$ cat src/rtl/fragment_hazard_scheduler.sv
// Fragment hazard scheduler: stalls a fragment whose framebuffer index matches an
// in-flight write, retiring scoreboard entries in order on fragmentProcessed.

module fhs_entry #(
  parameter int IW   = 14,
  parameter int PW   = 3,
  parameter int SLOT = 0
) (
  input  logic          aclk,
  input  logic          areset,
  input  logic          wr_en,
  input  logic          clr,
  input  logic [IW-1:0] wr_idx,
  input  logic          wr_vld,
  input  logic [PW-1:0] rd_ptr,
  input  logic [PW:0]   count,
  input  logic [IW-1:0] q_idx,
  output logic          hit
);
  typedef struct packed {
    logic [IW-1:0] idx;
    logic          vld;
  } ent_t;

  ent_t          ent;
  logic [PW-1:0] ofs;

  always_ff @(posedge aclk or posedge areset) begin
    if (areset) begin
      ent <= '0;
    end else if (wr_en) begin
      ent <= '{idx: wr_idx, vld: wr_vld};
    end else if (clr) begin
      ent.vld <= 1'b0;
    end
  end

  // Slot is live when its distance from rd_ptr (mod depth) is below count.
  assign ofs = PW'(SLOT) - rd_ptr;
  assign hit = ent.vld & ({1'b0, ofs} < count) & (ent.idx == q_idx);
endmodule

module fragment_hazard_scheduler #(
  parameter int FRAMEBUFFER_INDEX_WIDTH = 14,
  parameter int KEEP_WIDTH              = 1,
  parameter int PAYLOAD_WIDTH           = 64,
  parameter int MAX_INFLIGHT            = 8,
  parameter int STALL_CNT_WIDTH         = 32
) (
  input  logic                               aclk,
  input  logic                               areset,
  input  logic                               confHazardEnable,
  input  logic                               s_frag_tvalid,
  output logic                               s_frag_tready,
  input  logic                               s_frag_tlast,
  input  logic [KEEP_WIDTH-1:0]              s_frag_tkeep,
  input  logic [FRAMEBUFFER_INDEX_WIDTH-1:0] s_frag_tindex,
  input  logic [PAYLOAD_WIDTH-1:0]           s_frag_tpayload,
  output logic                               m_frag_tvalid,
  input  logic                               m_frag_tready,
  output logic                               m_frag_tlast,
  output logic [KEEP_WIDTH-1:0]              m_frag_tkeep,
  output logic [FRAMEBUFFER_INDEX_WIDTH-1:0] m_frag_tindex,
  output logic [PAYLOAD_WIDTH-1:0]           m_frag_tpayload,
  input  logic                               fragmentProcessed,
  output logic                               idle,
  output logic                               underflow,
  output logic [STALL_CNT_WIDTH-1:0]         stallCycles
);
  localparam int PW = $clog2(MAX_INFLIGHT);

  logic [PW-1:0]           rd_ptr, wr_ptr;
  logic [PW:0]             count;
  logic [MAX_INFLIGHT-1:0] hit_vec;
  logic                    keep_any, hit, full, stall, push, pop;

  assign keep_any = |s_frag_tkeep;
  assign hit      = |hit_vec;
  assign full     = (count == (PW+1)'(MAX_INFLIGHT));
  assign stall    = full | (confHazardEnable & keep_any & hit);

  assign s_frag_tready   = m_frag_tready & ~stall;
  assign m_frag_tvalid   = s_frag_tvalid & ~stall;
  assign m_frag_tlast    = s_frag_tlast;
  assign m_frag_tkeep    = s_frag_tkeep;
  assign m_frag_tindex   = s_frag_tindex;
  assign m_frag_tpayload = s_frag_tpayload;

  assign push = s_frag_tvalid & s_frag_tready;
  assign pop  = fragmentProcessed & (count != '0);
  assign idle = (count == '0);

  // Hits are taken from pre-pop state, so a retiring entry still blocks this cycle.
  for (genvar i = 0; i < MAX_INFLIGHT; i++) begin : g_ent
    fhs_entry #(.IW(FRAMEBUFFER_INDEX_WIDTH), .PW(PW), .SLOT(i)) u_ent (
      .aclk   (aclk),
      .areset (areset),
      .wr_en  (push & (wr_ptr == PW'(i))),
      .clr    (pop & (rd_ptr == PW'(i))),
      .wr_idx (s_frag_tindex),
      .wr_vld (keep_any),
      .rd_ptr (rd_ptr),
      .count  (count),
      .q_idx  (s_frag_tindex),
      .hit    (hit_vec[i])
    );
  end

  always_ff @(posedge aclk or posedge areset) begin
    if (areset) begin
      rd_ptr      <= '0;
      wr_ptr      <= '0;
      count       <= '0;
      underflow   <= 1'b0;
      stallCycles <= '0;
    end else begin
      if (push) wr_ptr <= wr_ptr + PW'(1);
      if (pop)  rd_ptr <= rd_ptr + PW'(1);
      case ({push, pop})
        2'b10:   count <= count + (PW+1)'(1);
        2'b01:   count <= count - (PW+1)'(1);
        default: count <= count;
      endcase
      if (fragmentProcessed && count == '0) underflow <= 1'b1;
      if (s_frag_tvalid && m_frag_tready && stall && stallCycles != '1)
        stallCycles <= stallCycles + STALL_CNT_WIDTH'(1);
    end
  end
endmodule

$ cat config.mk
export PLATFORM = sky130hd
export DESIGN_NAME = fragment_hazard_scheduler
export DESIGN_NICKNAME = d
export VERILOG_FILES = /design/src/rtl/fragment_hazard_scheduler.sv
export SDC_FILE = /design/constraint.sdc
export NUM_CORES = 1
export LEC_CHECK = 0
export CAP_MARGIN = 20
export CORE_MARGIN = 4
export CORE_UTILIZATION = 44
export DETAILED_ROUTE_END_ITERATION = 10
export PLACE_DENSITY = 0.71
export SLEW_MARGIN = 20
export SYNTH_ARGS = -nofsm -noshare
export SYNTH_HDL_FRONTEND = slang
export SYNTH_SLANG_ARGS = --single-unit
$ cat constraint.sdc
create_clock -name aclk -period 7 [get_ports aclk]
set_input_delay 1.4 -clock aclk [delete_from_list [all_inputs] [get_ports aclk]]
set_output_delay 1.4 -clock aclk [all_outputs]
set_load 0.03 [all_outputs]
== Yosys cells after proc, flatten, opt, wreduce, memory -nomap -nowiden ==
Cells that the tools add are included.

* Register bits: 163
* Input bits: 86
* Output and inout bits: 116

* $add $sub $neg: 13
* Order comparisons: 8
* Eq/ne operators: 26
* Muxes and demuxes: 17
* Bitwise logic cells: 40
* Reductions and logical operators: 18

{| class="wikitable"
|+ Operators with widths
! kind !! count
|-
| $eq 14x14->1 || 8
|-
| $and 1x1->1 || 38
|-
| $add 32x1->32 const B || 1
|-
| $lt 3x4->1 || 8
|-
| $ne 32x32->1 const B || 1
|-
| $eq 3x3->1 const B || 8
|-
| $reduce_bool 2->1 || 9
|-
| $mux 1 || 16
|-
| $eq 3x2->1 const B || 4
|-
| $sub 3x3->3 const A || 4
|-
| $pmux 4 s2 || 1
|-
| $reduce_or 8->1 || 1
|-
| $add 3x1->3 const B || 2
|-
| $eq 3x1->1 const B || 2
|-
| $logic_not 3->1 || 2
|-
| $sub 1x3->3 const A || 2
|-
| $sub 2x3->3 const A || 2
|-
| $add 4x1->4 const B || 1
|-
| $eq 4x4->1 const B || 1
|-
| $logic_and 1x1->1 || 4
|-
| $logic_not 4->1 || 1
|-
| $reduce_bool 4->1 || 1
|-
| $sub 4x1->4 const B || 1
|-
| $eq 2x1->1 const B || 1
|-
| 3 further kinds || 3
|}

== Longest topological paths before layout ==
* Depth in word-level cells: 12
* Gate-level depth with buffers: 20
* Mapped depth without buffers: 19

== Cells and area by module ==
Synthesis repeated with hierarchy kept, for this count alone.

* Cells, all modules: 855
* Area, all modules: 9539.1 um^2

{| class="wikitable"
|+ By module, submodules not included
! module !! instances !! cells an instance !! area each (um^2) !! sequential area each (um^2)
|-
| fragment_hazard_scheduler || 1 || 334 || 3146.8 || 1076.0
|-
| fhs_entry (g_ent[2].u_ent ...) || 2 || 66 || 813.3 || 375.4
|-
| fhs_entry (g_ent[0].u_ent ...) || 2 || 66 || 809.5 || 375.4
|-
| fhs_entry (g_ent[1].u_ent ...) || 2 || 64 || 788.3 || 375.4
|-
| fhs_entry (g_ent[7].u_ent) || 1 || 65 || 787.0 || 375.4
|-
| fhs_entry (g_ent[3].u_ent) || 1 || 64 || 783.3 || 375.4
|}

== Worst setup path before layout ==
No wires, ideal clock.

* Path kind: input to output
* Start point: input port s_frag_tindex[3]
* End point: output port m_frag_tvalid
* Arrival time: 3.111 ns
* Path slack: 2.489 ns
* Stages on the path: 9
* Buffers on the path: 2
* Path through: buf_2 -> xor2_1 -> nor4_1 -> nand4_1 -> a2111oi_0 -> a41oi_1 -> a41o_1 -> and3_1 -> buf_2

* Longest elaborated chain between the ends: 7
* Elaborated cells between the ends (all ways): 21
* Classes of those cells: 8 x eq/ne; 12 x bitwise; 1 x reduce/logical

{| class="wikitable"
|+ RTL lines
! element !! RTL line !! source
|-
| start: declaration || 57 || <nowiki>input logic [FRAMEBUFFER_INDEX_WIDTH-1:0] s_frag_tindex,</nowiki>
|-
| $eq 14x14->1 || 40 || <nowiki>assign hit = ent.vld & ({1'b0, ofs} < count) & (ent.idx == q_idx);</nowiki>
|-
| $and 1x1->1 || 40 ||
|-
| $reduce_or 8->1 * || 78 || <nowiki>assign hit = |hit_vec;</nowiki>
|-
| $and 1x1->1 * || 80 || <nowiki>assign stall = full | (confHazardEnable & keep_any & hit);</nowiki>
|-
| $or 1x1->1 * || 80 ||
|-
| $not 1->1 * || 83 || <nowiki>assign m_frag_tvalid = s_frag_tvalid & ~stall;</nowiki>
|-
| $and 1x1->1 * || 83 ||
|-
| end: declaration || 59 || <nowiki>output logic m_frag_tvalid,</nowiki>
|}

Every way passes the cells marked *; elsewhere a longest branch is shown, timed or not.

== Final worst setup path ==
* Start point: input port s_frag_tindex[13]
* End point: output port m_frag_tvalid

The elaborated chain is that of the path after synthesis.

==> out/metrics.yaml <==
status: "completed"
cts_tree: "built"
synth_top_family_by_area: "multiplexers"
r2r_end: "count[3]"
worstPathArrival_ns: 4.84
rsz0062_at_grt: "false"
dr.pass1.iters: 5
grt_pass1_wl_um: 32000
peakVddDrop_mv: 0.211
routed_wl_um: 19700
rrSetupSlack_ns: 2.83
cp_top_family: "buffers and inverters"
route.met3.wl_um: 1030
max_freq_mhz: 160
synthXorXnorAreaFrac_pct: 14.2
track_usage_pct: 17.3
postSynthAreaPerCell_um2: 11.5
ys_warn_count: 0
mostFrequentLayoutCells: "dfrtp_1 (163), mux2_2 (115), xor2_1 (76), xnor2_1 (73), clkdlybuf4s50_1 (71)"
die_y_um: 153
drc: 0
synthMuxAreaShare_pct: 15.0
antenna_left: 0
die_width_um: 153
grt_pass1_vias: 5722
worst_pin_slew_ns: 0.968
power_leakage_uw: 0.00443
post-dp-hpwl_um: 13800
grt_max_degree: 107
slowest_delay_ns: 0.80
crit_top_cell: "clkdlybuf4s50_1"
cp-start-kind: "input pin"
cts.path.max_buffers: 2
place_inst: 1023
ios: 202
post_drt_wl_per_cell_um: 18.7
wl_met1_um: 9060
synth-seq-cells: 163
fin_crit_sh_pct: 89.1
max_slew_margin_pct: 35.5
synth_area_leaders: "dfrtp_1 (44%), mux2_2 (14%), xor2_1 (7.2%)"
required_ns: 5.60
grt-ovfl-total: 0
postPlaceCellArea_um2: 9480
finalCriticalPeriod_ns: 6.24
gp_congestion: 0.872
routed_via_density: 5.33
r2r_start: "rd_ptr[0]"
numCtsBuffers: 17
cp-end-kind: "primary output"
drv_slew: 0
cts_htree_levels: 4
cts_hold_buf: 0
min-delay-start: "underflow"
synth_top_area_share_pct: 44.4
crit_slowest_cell: "clkdlybuf4s50_1"
fin_tns_setup_ns: 0
power_density_nw_per_um2: 390
drive_above_1_share_pct: 22.7
final_cells: 1054
initial_utilization_pct: 45.1
port_buffers: 71
ys_seq_area_share_pct: 44.4
cts_sinks: 163
fin_ws_ns: 0.762
critPathBufInv: 2
synth_compound_area_share_pct: 2.22
coreArea_um2: 20400
synth_area_um2: 9190
crit_type: "in -> out"
reg2reg_depth: 18
nets: 889
antenna_found_initial: 0
cts-root-buf: "clkbuf_16"
synthDistinctLibCells: 42
drtIter0Drc: 363
vias: 5614
synth_nets: 914
hp-class: "reg -> reg"
clk_latency_ns: 0.43
finalClockSkew_ns: 0.0116
pre_cts_ws_ns: 0.835
final_common_cell: "dfrtp_1"
yosys.area.top_type: "dfrtp_1"
synth-simple-area-share_pct: 9.81
dieArea_um2: 23300
clk_pin_slew_ns: 0.06
hold_depth: 1
fp-row-count: 52
routed-wl-met2_um: 9050
area_delta_synth_final_pct: 9.88
synthCells: 797
postCtsResizedCells: 0
num_antenna_cells: 0
top_layer: "met4"
path_cells: "clkdlybuf4s50_1 -> xor2_1 -> nor4_1 -> nand4_1 -> a2111oi_0 -> a31oi_1 -> a41o_1 -> and3_1 -> clkdlybuf4s50_1"
cts_setup_buffers: 0
worstPathMaxFanout: 17
hold_viol: 0
finalInstanceArea_um2: 10100
p_total_uw: 3940
cap_violations: 0
min_to: "underflow"
finalSetupViolCount: 0
synth_adder_area_share_pct: 4.30
-- how the worst max path moves through the flow --
| stage | start | end | cells after the start |
|---|---|---|---|
| 3_3_place_gp | s_frag_tindex[13] | m_frag_tvalid | 9 |
| 6_report | s_frag_tindex[13] | m_frag_tvalid | 9 |
| 5_1_grt | s_frag_tindex[10] | m_frag_tvalid | 9 |
| 2_1_floorplan | areset | count[0] | 1 |
| 3_5_place_dp | s_frag_tindex[13] | m_frag_tvalid | 9 |
| 4_1_cts | s_frag_tindex[10] | m_frag_tvalid | 8 |
-- final cells by class --
type                    instances  area, um2
clock inverters                12        173
inverters                      19       76.3
multi-input cells             488       4180
well taps                     270        338
fillers                      1802      10300
clock buffers                  19        453
flip-flops and latches        163       4080
repair buffers                 83        801
-- metrics by stage --
stage	utilization, %	hold slack [ns]
finish	49.6	0.465
global route	49.6	0.506
CTS	49.6	0.475
detailed placement	46.5	0.458
global placement	46.5	0.440
floorplan	-	0.498
-- power by group --
part | internal (uW) | total (uW) | switching, uW
Sequential | 1320 | 1610 | 290
Combinational | 684 | 1330 | 648
Clock | 588 | 993 | 405
Total | 2600 | 3940 | 1340
-- flip-flops by register name, summed over array words and instances, names as in the netlist --
signal           flops
g_ent.u_ent.ent    120
stallCycles         32
count                4
rd_ptr               3
wr_ptr               3
underflow            1
-- worst reg2reg max path, stage by stage (launching register included) --
cell	delay, ns
dfrtp_1	0.49
inv_1	0.14
ha_1	0.35
inv_1	0.06
ha_1	0.27
a21oi_1	0.12
nor2_1	0.08
a2111oi_0	0.45
a41oi_1	0.10
a41o_1	0.34
and2_1	0.25
nand2_1	0.22
ha_1	0.25
ha_1	0.25
a21o_1	0.16
a21oi_1	0.18
xnor2_1	0.13
nor2_1	0.06
xor2_1	0.14
-- Yosys cell counts (all sizes together) --
| library cell | number |
|---|---|
| nor3b | 2 |
| xor2 | 76 |
| a31oi | 2 |
| nor2 | 18 |
| nor2b | 1 |
| clkbuf | 4 |
| and2 | 4 |
| a32o | 1 |
| o21ai | 6 |
| ha | 30 |
| fa | 1 |
| o311ai | 1 |
| a21o | 2 |
| and4 | 5 |
| nand2b | 2 |
| mux2i | 8 |
| a211o | 1 |
| nand2 | 39 |
| inv | 18 |
| mux2 | 115 |
| and3 | 6 |
| or4 | 2 |
| clkinv | 1 |
| nor3 | 11 |
| a21oi | 13 |
| a41oi | 2 |
| or2 | 1 |
| dfrtp | 163 |
| nor4 | 20 |
| xnor2 | 73 |
| a41o | 1 |
| a2111oi | 3 |
| buf | 123 |
| nand4 | 28 |
| nand3 | 14 |
-- per-layer routing --
metal | track usage, % | up-vias
met1 | 24.0 | 2817
met2 | 26.9 | 154
met4 | 6.92 | 0
met3 | 3.10 | 59
li1 | - | 2584
met5 | 0 | -
-- cell families after synthesis --
| kind of cell | count (synthesis) |
|---|---|
| AND/OR/NAND/NOR | 153 |
| adder cells (fa/ha/maj) | 31 |
| multiplexers | 123 |
| flip-flops | 163 |
| AO/OA/AOI/OAI | 32 |
| buffers and inverters | 146 |
| XOR/XNOR | 149 |
Power figures use the tool's default switching activity.
